===== src/rtl/cnt_pkg.sv =====
// Shared constants and helpers for the parametrised up/down counter
// and its enable prescaler.
package cnt_pkg;

    localparam int unsigned CNT_WRAP = 0;
    localparam int unsigned CNT_SAT  = 1;

    localparam logic DIR_DOWN = 1'b0;
    localparam logic DIR_UP   = 1'b1;

    // Bits needed to hold 0..value-1, never less than one.
    function automatic int unsigned clog2(input int unsigned value);
        int unsigned w;
        w = 0;
        for (int unsigned i = 0; i < 32; i++) begin
            if ((64'd1 << i) < 64'(value)) begin
                w = i + 1;
            end
        end
        return (w < 1) ? 1 : w;
    endfunction

endpackage


===== src/rtl/tick_prescaler.sv =====
// Enable prescaler: TICK fires on every DIV-th enabled edge.
// CLR restarts the count; EN low freezes it.
module tick_prescaler
    import cnt_pkg::*;
#(
    parameter int unsigned DIV = 1
) (
    input  logic CLK,
    input  logic RST,
    input  logic EN,
    input  logic CLR,
    output logic TICK
);

    generate
        if (DIV <= 1) begin : g_direct
            logic unused_ok;
            assign unused_ok = ^{CLK, RST, CLR};
            assign TICK      = EN;
        end else begin : g_count
            localparam int unsigned   CW   = clog2(DIV);
            localparam logic [CW-1:0] LAST = CW'(DIV - 1);

            logic [CW-1:0] cnt_q;
            logic [CW-1:0] cnt_d;

            always_comb begin
                cnt_d = cnt_q;
                if (CLR) begin
                    cnt_d = '0;
                end else if (EN) begin
                    cnt_d = (cnt_q == LAST) ? '0 : cnt_q + CW'(1);
                end
            end

            always_ff @(posedge CLK) begin
                if (RST) begin
                    cnt_q <= '0;
                end else begin
                    cnt_q <= cnt_d;
                end
            end

            assign TICK = EN && (cnt_q == LAST);
        end
    endgenerate

endmodule


===== src/rtl/counter_nbit_updown.sv =====
// Parametrised up/down modulo counter with parallel load, wrap or
// saturate at the range ends, boundary pulses and enable prescaler.
module counter_nbit_updown
    import cnt_pkg::*;
#(
    parameter int unsigned     WIDTH    = 4,
    parameter longint unsigned MODULUS  = 16,
    parameter int unsigned     SATURATE = 0,
    parameter int unsigned     DIV      = 1
) (
    input  logic             CLK,
    input  logic             RST,
    input  logic             EN,
    input  logic             UP,
    input  logic             LD,
    input  logic [WIDTH-1:0] D,
    output logic [WIDTH-1:0] Q,
    output logic             TC,
    output logic             OVF,
    output logic             UNF
);

    generate
        if (WIDTH < 1 || WIDTH > 32 || MODULUS < 2 ||
            MODULUS > (64'd1 << WIDTH) || DIV < 1 || DIV > 65536) begin : g_bad_params
            $error("counter_nbit_updown: illegal WIDTH/MODULUS/DIV combination");
        end
    endgenerate

    localparam logic [WIDTH-1:0] MAX_Q = WIDTH'(MODULUS - 64'd1);

    logic [WIDTH-1:0] q_q;
    logic [WIDTH-1:0] q_d;
    logic             ovf_q;
    logic             ovf_d;
    logic             unf_q;
    logic             unf_d;
    logic             step;

    tick_prescaler #(
        .DIV (DIV)
    ) u_prescaler (
        .CLK  (CLK),
        .RST  (RST),
        .EN   (EN),
        .CLR  (LD),
        .TICK (step)
    );

    always_comb begin
        q_d   = q_q;
        ovf_d = 1'b0;
        unf_d = 1'b0;
        if (LD) begin
            q_d = (D > MAX_Q) ? MAX_Q : D;
        end else if (step) begin
            if (UP == DIR_UP) begin
                if (q_q == MAX_Q) begin
                    ovf_d = 1'b1;
                    q_d   = (SATURATE == CNT_SAT) ? q_q : '0;
                end else begin
                    q_d = q_q + WIDTH'(1);
                end
            end else begin
                if (q_q == '0) begin
                    unf_d = 1'b1;
                    q_d   = (SATURATE == CNT_SAT) ? q_q : MAX_Q;
                end else begin
                    q_d = q_q - WIDTH'(1);
                end
            end
        end
    end

    always_ff @(posedge CLK) begin
        if (RST) begin
            q_q   <= '0;
            ovf_q <= 1'b0;
            unf_q <= 1'b0;
        end else begin
            q_q   <= q_d;
            ovf_q <= ovf_d;
            unf_q <= unf_d;
        end
    end

    assign Q   = q_q;
    assign OVF = ovf_q;
    assign UNF = unf_q;
    assign TC  = (UP == DIR_UP) ? (q_q == MAX_Q) : (q_q == '0);

endmodule

===== config.mk =====
export PLATFORM = sky130hd
export DESIGN_NAME = counter_nbit_updown
export DESIGN_NICKNAME = d
export VERILOG_FILES = /design/src/rtl/cnt_pkg.sv /design/src/rtl/tick_prescaler.sv /design/src/rtl/counter_nbit_updown.sv
export SDC_FILE = /design/constraint.sdc
export NUM_CORES = 1
export LEC_CHECK = 0
export CAP_MARGIN = 20
export CORE_AREA = 8 8 45 47
export DETAILED_ROUTE_END_ITERATION = 10
export DIE_AREA = 0 0 53 55
export HOLD_SLACK_MARGIN = 0.15
export SYNTH_ARGS = -nofsm -noshare
export SYNTH_HDL_FRONTEND = slang
export SYNTH_HIERARCHICAL = 1
export SYNTH_SLANG_ARGS = --single-unit

===== constraint.sdc =====
create_clock -name CLK -period 3.08 [get_ports CLK]
set_clock_uncertainty 0.1 [all_clocks]
set_input_delay 0.616 -clock CLK [delete_from_list [all_inputs] [get_ports CLK]]
set_output_delay 0.616 -clock CLK [all_outputs]
set_load 0.02 [all_outputs]

==> impl_metrics.env, run 1 <==
export IMPL_status="finished, final reports clean"
export IMPL_io_pins=16
export IMPL_cp_required_ps=2360
export IMPL_power_density_mw_per_mm2=403
export IMPL_fin_cells=80
export IMPL_fin_crit_ps=2960
export IMPL_synth_net_count=58
export IMPL_rsz0062_at_grt="no"
export IMPL_globalplace_congestion=0.754
export IMPL_cp_max_fo=3
export IMPL_drtAntennaViolNets=0
export IMPL_end_kind="output pin"
export IMPL_drt_total_wl_um=893
export IMPL_setup_viol=0
export IMPL_p_int_uw=164
export IMPL_yosysWarnings=6
export IMPL_hold_class="reg -> reg"
export IMPL_nNetsFinal=77
export IMPL_yosysTopAreaCellShare_pct=31.6
export IMPL_slew_headroom_pct=80.3
export IMPL_min_period_over_period_pct=96.1
export IMPL_hold_violations=0
export IMPL_worstSetupPathType="in -> out"
export IMPL_io_buffers=15
export IMPL_drc=0
export IMPL_seqCellArea_um2=120
export IMPL_die_y_um=55
export IMPL_drt_pass1_iter_count=4
export IMPL_maxSlewViolCount=0
export IMPL_grt_usage_pct=6.67
export IMPL_fmax_mhz=338
export IMPL_hold_buffers=0
export IMPL_antenna_cells=0
export IMPL_row_count=14
export IMPL_yosysSeqAreaShare_pct=31.6
export IMPL_netlist_top_cells_area="dfxtp_1 (32%), xnor2_1 (6.9%), a21oi_1 (6.6%)"
export IMPL_fp_coreArea_mm2=0.00138
export IMPL_place_ws_ps=122
export IMPL_syn_to_final_growth_pct=49.7
export IMPL_multi_input_area_um2=234
export IMPL_syn_area_per_cell_um2=8.09
export IMPL_post_cts_buffers=0
export IMPL_yosysTopAreaCell="dfxtp_1"
export IMPL_ctsRootBufferMaster="clkbuf_4"
export IMPL_finalPower_uw=229
export IMPL_cts_buffers=3
export IMPL_critPathArrivalTime_ps=2240
export IMPL_dr_first_iter_drc_count=6
export IMPL_clock_power_share_pct=31.7
export IMPL_vias=371
export IMPL_initial_core_util_pct=27.5
export IMPL_p_sw_uw=64.9
export IMPL_grt_max_degree=10
export IMPL_die_x_um=53
export IMPL_cts_tree="done"
export IMPL_grt_pass1_wl_um=1410
export IMPL_synth_area_um2=380
export IMPL_setup_worst_path_start_class="input pin"
export IMPL_cts_clk_slew_worst_paths_ps=50
export IMPL_clk_latency_ps=250
export IMPL_ir_drop_uv=254
export IMPL_ys_ff_latch=6
export IMPL_fill_cells=138
export IMPL_setup_tns_ps=0
export IMPL_layout_drive_gt1_share_pct=10.9
export IMPL_via_per_inst=4.64
export IMPL_tightest_slew_ps=295
export IMPL_syn_inst=47
export IMPL_wl_per_cell_um=11.2
export IMPL_placed_cells=77
export IMPL_fin_ws_ps=121
export IMPL_swShare_pct=28.3
export IMPL_overflow=0
export IMPL_fp_dieArea_mm2=0.00292
export IMPL_antenna_found_initial=0
export IMPL_p_seq_share_pct=39.9
export IMPL_clockBufferDepth=2
export IMPL_cts_resized=0
export IMPL_grt_pass1_vias=313
export IMPL_cts_htree_levels=1
export IMPL_clock_sinks=6
export IMPL_p_leak_uw=0.000230
export IMPL_drv_cap=0
export IMPL_synth_cell_types=24
export IMPL_pwr_share_comb_pct=28.4
## cells in the mapped netlist, drive strengths merged
| cell | number |
|---|---|
| nor2 | 5 |
| buf | 1 |
| o21a | 1 |
| o221ai | 1 |
| ha | 2 |
| dfxtp | 6 |
| nand4 | 1 |
| o31ai | 1 |
| mux2i | 1 |
| inv | 4 |
| nand2b | 1 |
| o21ai | 2 |
| nor2b | 2 |
| and3 | 1 |
| nand2 | 4 |
| o21ba | 1 |
| clkbuf | 1 |
| mux2 | 1 |
| xnor2 | 3 |
| nor3 | 1 |
| or4b | 1 |
| a31oi | 1 |
| a21oi | 5 |
## flip-flops by register name, summed over array words and instances, names as in the netlist
signal,flops
UNF,1
Q,4
OVF,1
## power by group through the flow
stage / Combinational [uW] / Clock (uW) / Sequential, uW
after floorplan: 33.2 / 0 / 96.7
after global placement: 65.4 / 0 / 93.0
after detailed placement: 66.0 / 0 / 93.1
after CTS: 66.3 / 76.2 / 91.6
after global routing: 72.4 / 81.8 / 92.9
final: 65.3 / 72.6 / 91.5
## area by class of cell
class | count | area share (%)
Timing Repair Buffer | 16 | 27.7
Tap cell | 16 | 3.52
Sequential cell | 6 | 21.1
Multi-Input combinational cell | 35 | 41.1
Clock buffer | 3 | 3.96
Inverter | 4 | 2.64
## metal layers
metal | wire length (um) | GRT usage, % | up-vias
met4 | 0 | 1.29 | 0
met3 | 98 | 5.61 | 0
met1 | 393 | 8.37 | 164
met2 | 401 | 8.40 | 12
met5 | 0 | 0 | -
li1 | - | - | 195
## worst max-delay path, stage by stage
cell             delay, ps
clkdlybuf4s50_1        440
or4b_1                 510
nand2_1                 80
clkdlybuf4s50_1        600
## layout by cell type, fill, tap and decap left out, types with 2 or more instances in the layout
cell type	instances
a21oi_1	5
dfxtp_1	6
nand2_1	3
ha_1	2
o21ai_0	2
xnor2_1	3
nor2b_1	2
nor2_1	5
inv_1	4
clkbuf_4	3
clkdlybuf4s50_1	15
## worst paths after layout
kind / end / slack [ps] / cells after the start / from
max reg2reg: Q[2] / 1500 / 6 / Q[0]
min: OVF / 500 / 2 / Q[3]
min reg2reg: OVF / 500 / 2 / Q[3]
max: TC / 120 / 4 / UP
## through the flow
stage,hold slack [ps],utilization (%),cell area [um^2]
after global placement,477,39.5,547
after floorplan,516,-,380
after global routing,564,41.1,569
after CTS,509,41.1,569
after detailed placement,492,39.5,547
final,497,41.1,569
## kinds of logic after synthesis
kind of cell | count (synthesis) | synth area share (%)
buf+inv | 6 | 6.91
compound gates | 12 | 19.7
flops | 6 | 31.6
mux | 2 | 6.58
fa+ha+maj | 2 | 6.58
xor+xnor | 3 | 6.91
simple gates | 16 | 21.7
Power figures use the tool's default switching activity.
==> inputs of run 2 (changes only) <==
SLEW_MARGIN = 20   (was not set)
clock period = 3 ns   (was 3.08 ns; I/O delays follow)
==> run 2 against run 1 <==
Combinational power rose by 2%. Die area did not move. Utilization did not move. Cell count did not move. Register-to-register slack got worse by 70 ps.
==> impl_metrics.env, run 2 (synthesized netlist as in run 1, its figures left out) <==
export IMPL_status="finished, final reports clean"
export IMPL_multi_input_area_um2=234
export IMPL_p_leak_uw=0.000230
export IMPL_layout_drive_gt1_share_pct=10.9
export IMPL_drt_total_wl_um=894
export IMPL_io_pins=16
export IMPL_fill_cells=144
export IMPL_antenna_cells=0
export IMPL_slew_headroom_pct=80.8
export IMPL_worstSetupPathType="in -> out"
export IMPL_wl_met3_um=76
export IMPL_grt_pass1_vias=320
export IMPL_r2r_start="Q[0]"
export IMPL_die_y_um=55
export IMPL_r2r_cells=6
export IMPL_overflow=0
export IMPL_critPathArrivalTime_ps=2230
export IMPL_post_cts_buffers=0
export IMPL_fin_crit_ps=2930
export IMPL_min_path_cells=2
export IMPL_antenna_found_initial=0
export IMPL_globalplace_congestion=0.753
export IMPL_wl_per_cell_um=11.2
export IMPL_grt_usage_pct=6.94
export IMPL_final_common_cell="clkdlybuf4s50_1"
export IMPL_ir_drop_uv=228
export IMPL_wl_met2_um=414
export IMPL_cp_max_fo=3
export IMPL_ctsRootBufferMaster="clkbuf_4"
export IMPL_place_hpwl_um=728
export IMPL_cts_tree="done"
export IMPL_power_density_mw_per_mm2=415
export IMPL_ff2ff_setup_slack_ps=1430
export IMPL_fmax_mhz=342
export IMPL_holdWs_ps=498
export IMPL_tightest_slew_ps=287
export IMPL_die_x_um=53
export IMPL_initial_core_util_pct=27.5
export IMPL_clk_latency_ps=250
export IMPL_drv_cap=0
export IMPL_vias=373
export IMPL_cts_buffers=3
export IMPL_place_ws_ps=73.0
export IMPL_min_period_over_period_pct=97.5
export IMPL_setup_viol=0
export IMPL_cts_clk_slew_worst_paths_ps=50
export IMPL_setup_tns_ps=0
export IMPL_syn_to_final_growth_pct=49.7
export IMPL_maxSlewViolCount=0
export IMPL_final_cell_mix="clkdlybuf4s50_1 (15), dfxtp_1 (6), nor2_1 (5), a21oi_1 (5), inv_1 (4)"
export IMPL_rsz0062_at_grt="no"
export IMPL_grt_max_degree=10
export IMPL_drc=0
export IMPL_drt_met1_wl_um=403
export IMPL_largest_register_ffs=4
export IMPL_clock_sinks=6
export IMPL_hold_buffers=0
export IMPL_drtAntennaViolNets=0
export IMPL_io_buffers=15
export IMPL_grt_pass1_wl_um=1460
export IMPL_highest_layer="met3"
export IMPL_cts_resized=0
export IMPL_via_per_inst=4.66
export IMPL_cts_htree_levels=1
export IMPL_timing_rr_end="Q[2]"
export IMPL_seqCellArea_um2=120
export IMPL_fp_coreArea_mm2=0.00138
export IMPL_cp_required_ps=2300
export IMPL_dr_first_iter_drc_count=5
export IMPL_hold_violations=0
export IMPL_end_kind="output pin"
export IMPL_drt_pass1_iter_count=4
export IMPL_row_count=14
export IMPL_fp_dieArea_mm2=0.00292
export IMPL_crit_end="TC"
export IMPL_fin_ws_ps=73.5
export IMPL_setup_worst_path_start_class="input pin"
export IMPL_clockBufferDepth=2
export IMPL_nNetsFinal=77
export IMPL_hold_class="reg -> reg"
export IMPL_critPathLaunch="UP"
export IMPL_fin_util_pct=41.1
## run 2: worst min path at each step
| stage | from | end | slack, ps |
|---|---|---|---|
| after floorplan | Q[3] | OVF | 520 |
| after global placement | Q[3] | OVF | 480 |
| after detailed placement | Q[3] | OVF | 490 |
| after CTS | Q[3] | OVF | 510 |
| after global routing | Q[3] | OVF | 560 |
| final | Q[3] | OVF | 500 |
## run 2: layout make-up
class | count | area share [%]
Clock buffer | 3 | 3.96
Inverter | 4 | 2.64
Multi-Input combinational cell | 35 | 41.1
Sequential cell | 6 | 21.1
Tap cell | 16 | 3.52
Timing Repair Buffer | 16 | 27.7
## run 2: through the flow
stage | instance area (um^2) | std cells | power, uW
floorplan | 380 | 47 | 133
finish | 569 | 80 | 236
CTS | 569 | 80 | 241
global placement | 547 | 77 | 163
detailed placement | 547 | 77 | 163
global route | 569 | 80 | 255
## run 2: per-layer routing
| metal | vias to the layer above | global-route usage, % |
|---|---|---|
| li1 | 195 | - |
| met1 | 165 | 8.68 |
| met2 | 13 | 8.79 |
| met3 | 0 | 5.08 |
| met4 | 0 | 2.59 |
| met5 | - | 0 |
## run 2: worst max-delay path, cell delays in order
cell             delay, ps
clkdlybuf4s50_1        440
or4b_1                 510
nand2_1                 80
clkdlybuf4s50_1        600
## run 2: power by group
group	total [uW]	switching [uW]	leakage, uW	internal, uW
logic	66.9	28.1	0.000167	38.8
registers	94.1	9.32	0.0000494	84.8
clock network	75.3	30.0	0.0000138	45.3
==> inputs of run 3 (changes only) <==
CORE_AREA = 2 2 39 41   (was 8 8 45 47)
DIE_AREA = 0 0 41 43   (was 0 0 53 55)
HOLD_SLACK_MARGIN = 0.08   (was 0.15)
==> run 3 against run 2 <==
First-iteration DRC count increased by 100%. Clock power about the same. Fmax increased by 1.6%. Via count increased by 4.3%. Sequential share of layout area unchanged. Flip-flop and latch count unchanged. Design area unchanged. Die area decreased by 40%. Register-to-register slack about the same. Power about the same. Combinational power about the same. Worst setup slack improved by 45 ps. Critical path type unchanged. Largest power group unchanged.
==> impl_metrics.env, run 3 (synthesized netlist as in run 1, its figures left out) <==
export IMPL_cp_max_fo=2
export IMPL_critPathArrivalTime_ps=2180
export IMPL_maxSlewViolCount=0
export IMPL_slew_headroom_pct=80.4
export IMPL_setup_tns_ps=0
export IMPL_syn_to_final_growth_pct=49.7
export IMPL_wl_met3_um=65
export IMPL_cts_tree="done"
export IMPL_via_per_inst=4.86
export IMPL_hold_violations=0
export IMPL_drc=0
export IMPL_fin_crit_ps=2880
export IMPL_setup_viol=0
export IMPL_ir_drop_uv=150
export IMPL_wl_met2_um=433
export IMPL_fill_cells=153
export IMPL_power_density_mw_per_mm2=415
export IMPL_setup_worst_path_start_class="input pin"
export IMPL_clock_sinks=6
export IMPL_initial_core_util_pct=27.5
export IMPL_r2r_start="Q[0]"
export IMPL_fin_cells=80
export IMPL_antenna_found_initial=0
export IMPL_cts_clk_slew_worst_paths_ps=40
export IMPL_hold_class="reg -> reg"
export IMPL_largest_register_ffs=4
export IMPL_cts_htree_levels=1
export IMPL_grt_max_degree=10
export IMPL_multi_input_area_um2=234
export IMPL_clockBufferDepth=2
export IMPL_dr_first_iter_drc_count=10
export IMPL_nNetsFinal=77
export IMPL_placed_cells=77
export IMPL_rsz0062_at_grt="no"
export IMPL_drtAntennaViolNets=0
export IMPL_final_area_um2=569
export IMPL_final_common_cell="clkdlybuf4s50_1"
export IMPL_drv_cap=0
export IMPL_seqCellArea_um2=120
export IMPL_ctsRootBufferMaster="clkbuf_4"
export IMPL_min_period_over_period_pct=96.1
export IMPL_antenna_cells=0
export IMPL_io_pins=16
export IMPL_fp_coreArea_mm2=0.00138
export IMPL_fmax_mhz=347
export IMPL_io_buffers=15
export IMPL_tightest_slew_ps=293
export IMPL_fp_dieArea_mm2=0.00176
export IMPL_cp_required_ps=2300
export IMPL_end_kind="output pin"
export IMPL_clk_latency_ps=250
export IMPL_r2r_cells=6
export IMPL_status="finished, final reports clean"
export IMPL_die_y_um=43
export IMPL_hold_buffers=0
export IMPL_drt_pass1_iter_count=4
export IMPL_grt_pass1_wl_um=1440
export IMPL_placed_area_um2=547
export IMPL_vias=389
export IMPL_layout_drive_gt1_share_pct=10.9
export IMPL_worstSetupPathType="in -> out"
export IMPL_final_cell_mix="clkdlybuf4s50_1 (15), dfxtp_1 (6), nor2_1 (5), a21oi_1 (5), inv_1 (4)"
export IMPL_highest_layer="met3"
export IMPL_overflow=0
export IMPL_holdWs_ps=496
export IMPL_p_leak_uw=0.000230
export IMPL_post_cts_buffers=0
export IMPL_min_path_cells=2
export IMPL_grt_pass1_vias=340
export IMPL_wl_per_cell_um=11.1
export IMPL_drt_total_wl_um=886
export IMPL_globalplace_congestion=0.701
export IMPL_hp_start="Q[3]"
export IMPL_grt_usage_pct=12.3
export IMPL_die_x_um=41
export IMPL_row_count=14
export IMPL_cts_resized=0
export IMPL_ff2ff_setup_slack_ps=1430
export IMPL_cts_buffers=3
export IMPL_timing_rr_end="Q[2]"
export IMPL_hold_end="OVF"
export IMPL_drt_met1_wl_um=386
==> run 3: cell counts in the layout (fill, tap and decap cells not counted) <==
Identical to the previous run, type by type.
==> run 3: worst max-delay path, cell delays in order <==
cell and delay [ps]:
clkdlybuf4s50_1 420, or4b_1 490, nand2_1 70, clkdlybuf4s50_1 590
==> run 3: layer usage <==
layer	global-route usage, %	up-vias
li1	-	195
met1	15.2	178
met2	16.9	16
met3	6.28	0
met4	6.00	0
met5	0	-
==> run 3: how the worst max path moves through the flow <==
| stage | from | end | slack [ps] | cells after the start |
|---|---|---|---|---|
| floorplan | Q[0] | TC | 1020 | 4 |
| finish | UP | TC | 120 | 4 |
| detailed placement | UP | TC | 120 | 4 |
| global placement | UP | TC | 140 | 4 |
| CTS | UP | TC | 110 | 4 |
| global route | UP | TC | 60 | 4 |
==> run 3: power breakdown <==
part / switching [uW] / total [uW] / internal (uW)
Sequential: 9.52 / 94.3 / 84.8
Combinational: 28.2 / 67.1 / 38.9
Clock: 29.8 / 75.1 / 45.3
==> run 3: stage by stage <==
step | power [uW] | worst slack, ps | util, %
6_report | 236 | 118 | 41.1
3_3_place_gp | 163 | 139 | 39.5
3_5_place_dp | 164 | 121 | 39.5
2_1_floorplan | 133 | 1020 | -
4_1_cts | 241 | 112 | 41.1
5_1_grt | 253 | 63.9 | 41.1
==> run 3: final cells by class <==
cell class,instances,share of cell area [%]
Timing Repair Buffer,16,27.7
Multi-Input combinational cell,35,41.1
Tap cell,16,3.52
Inverter,4,2.64
Sequential cell,6,21.1
Clock buffer,3,3.96
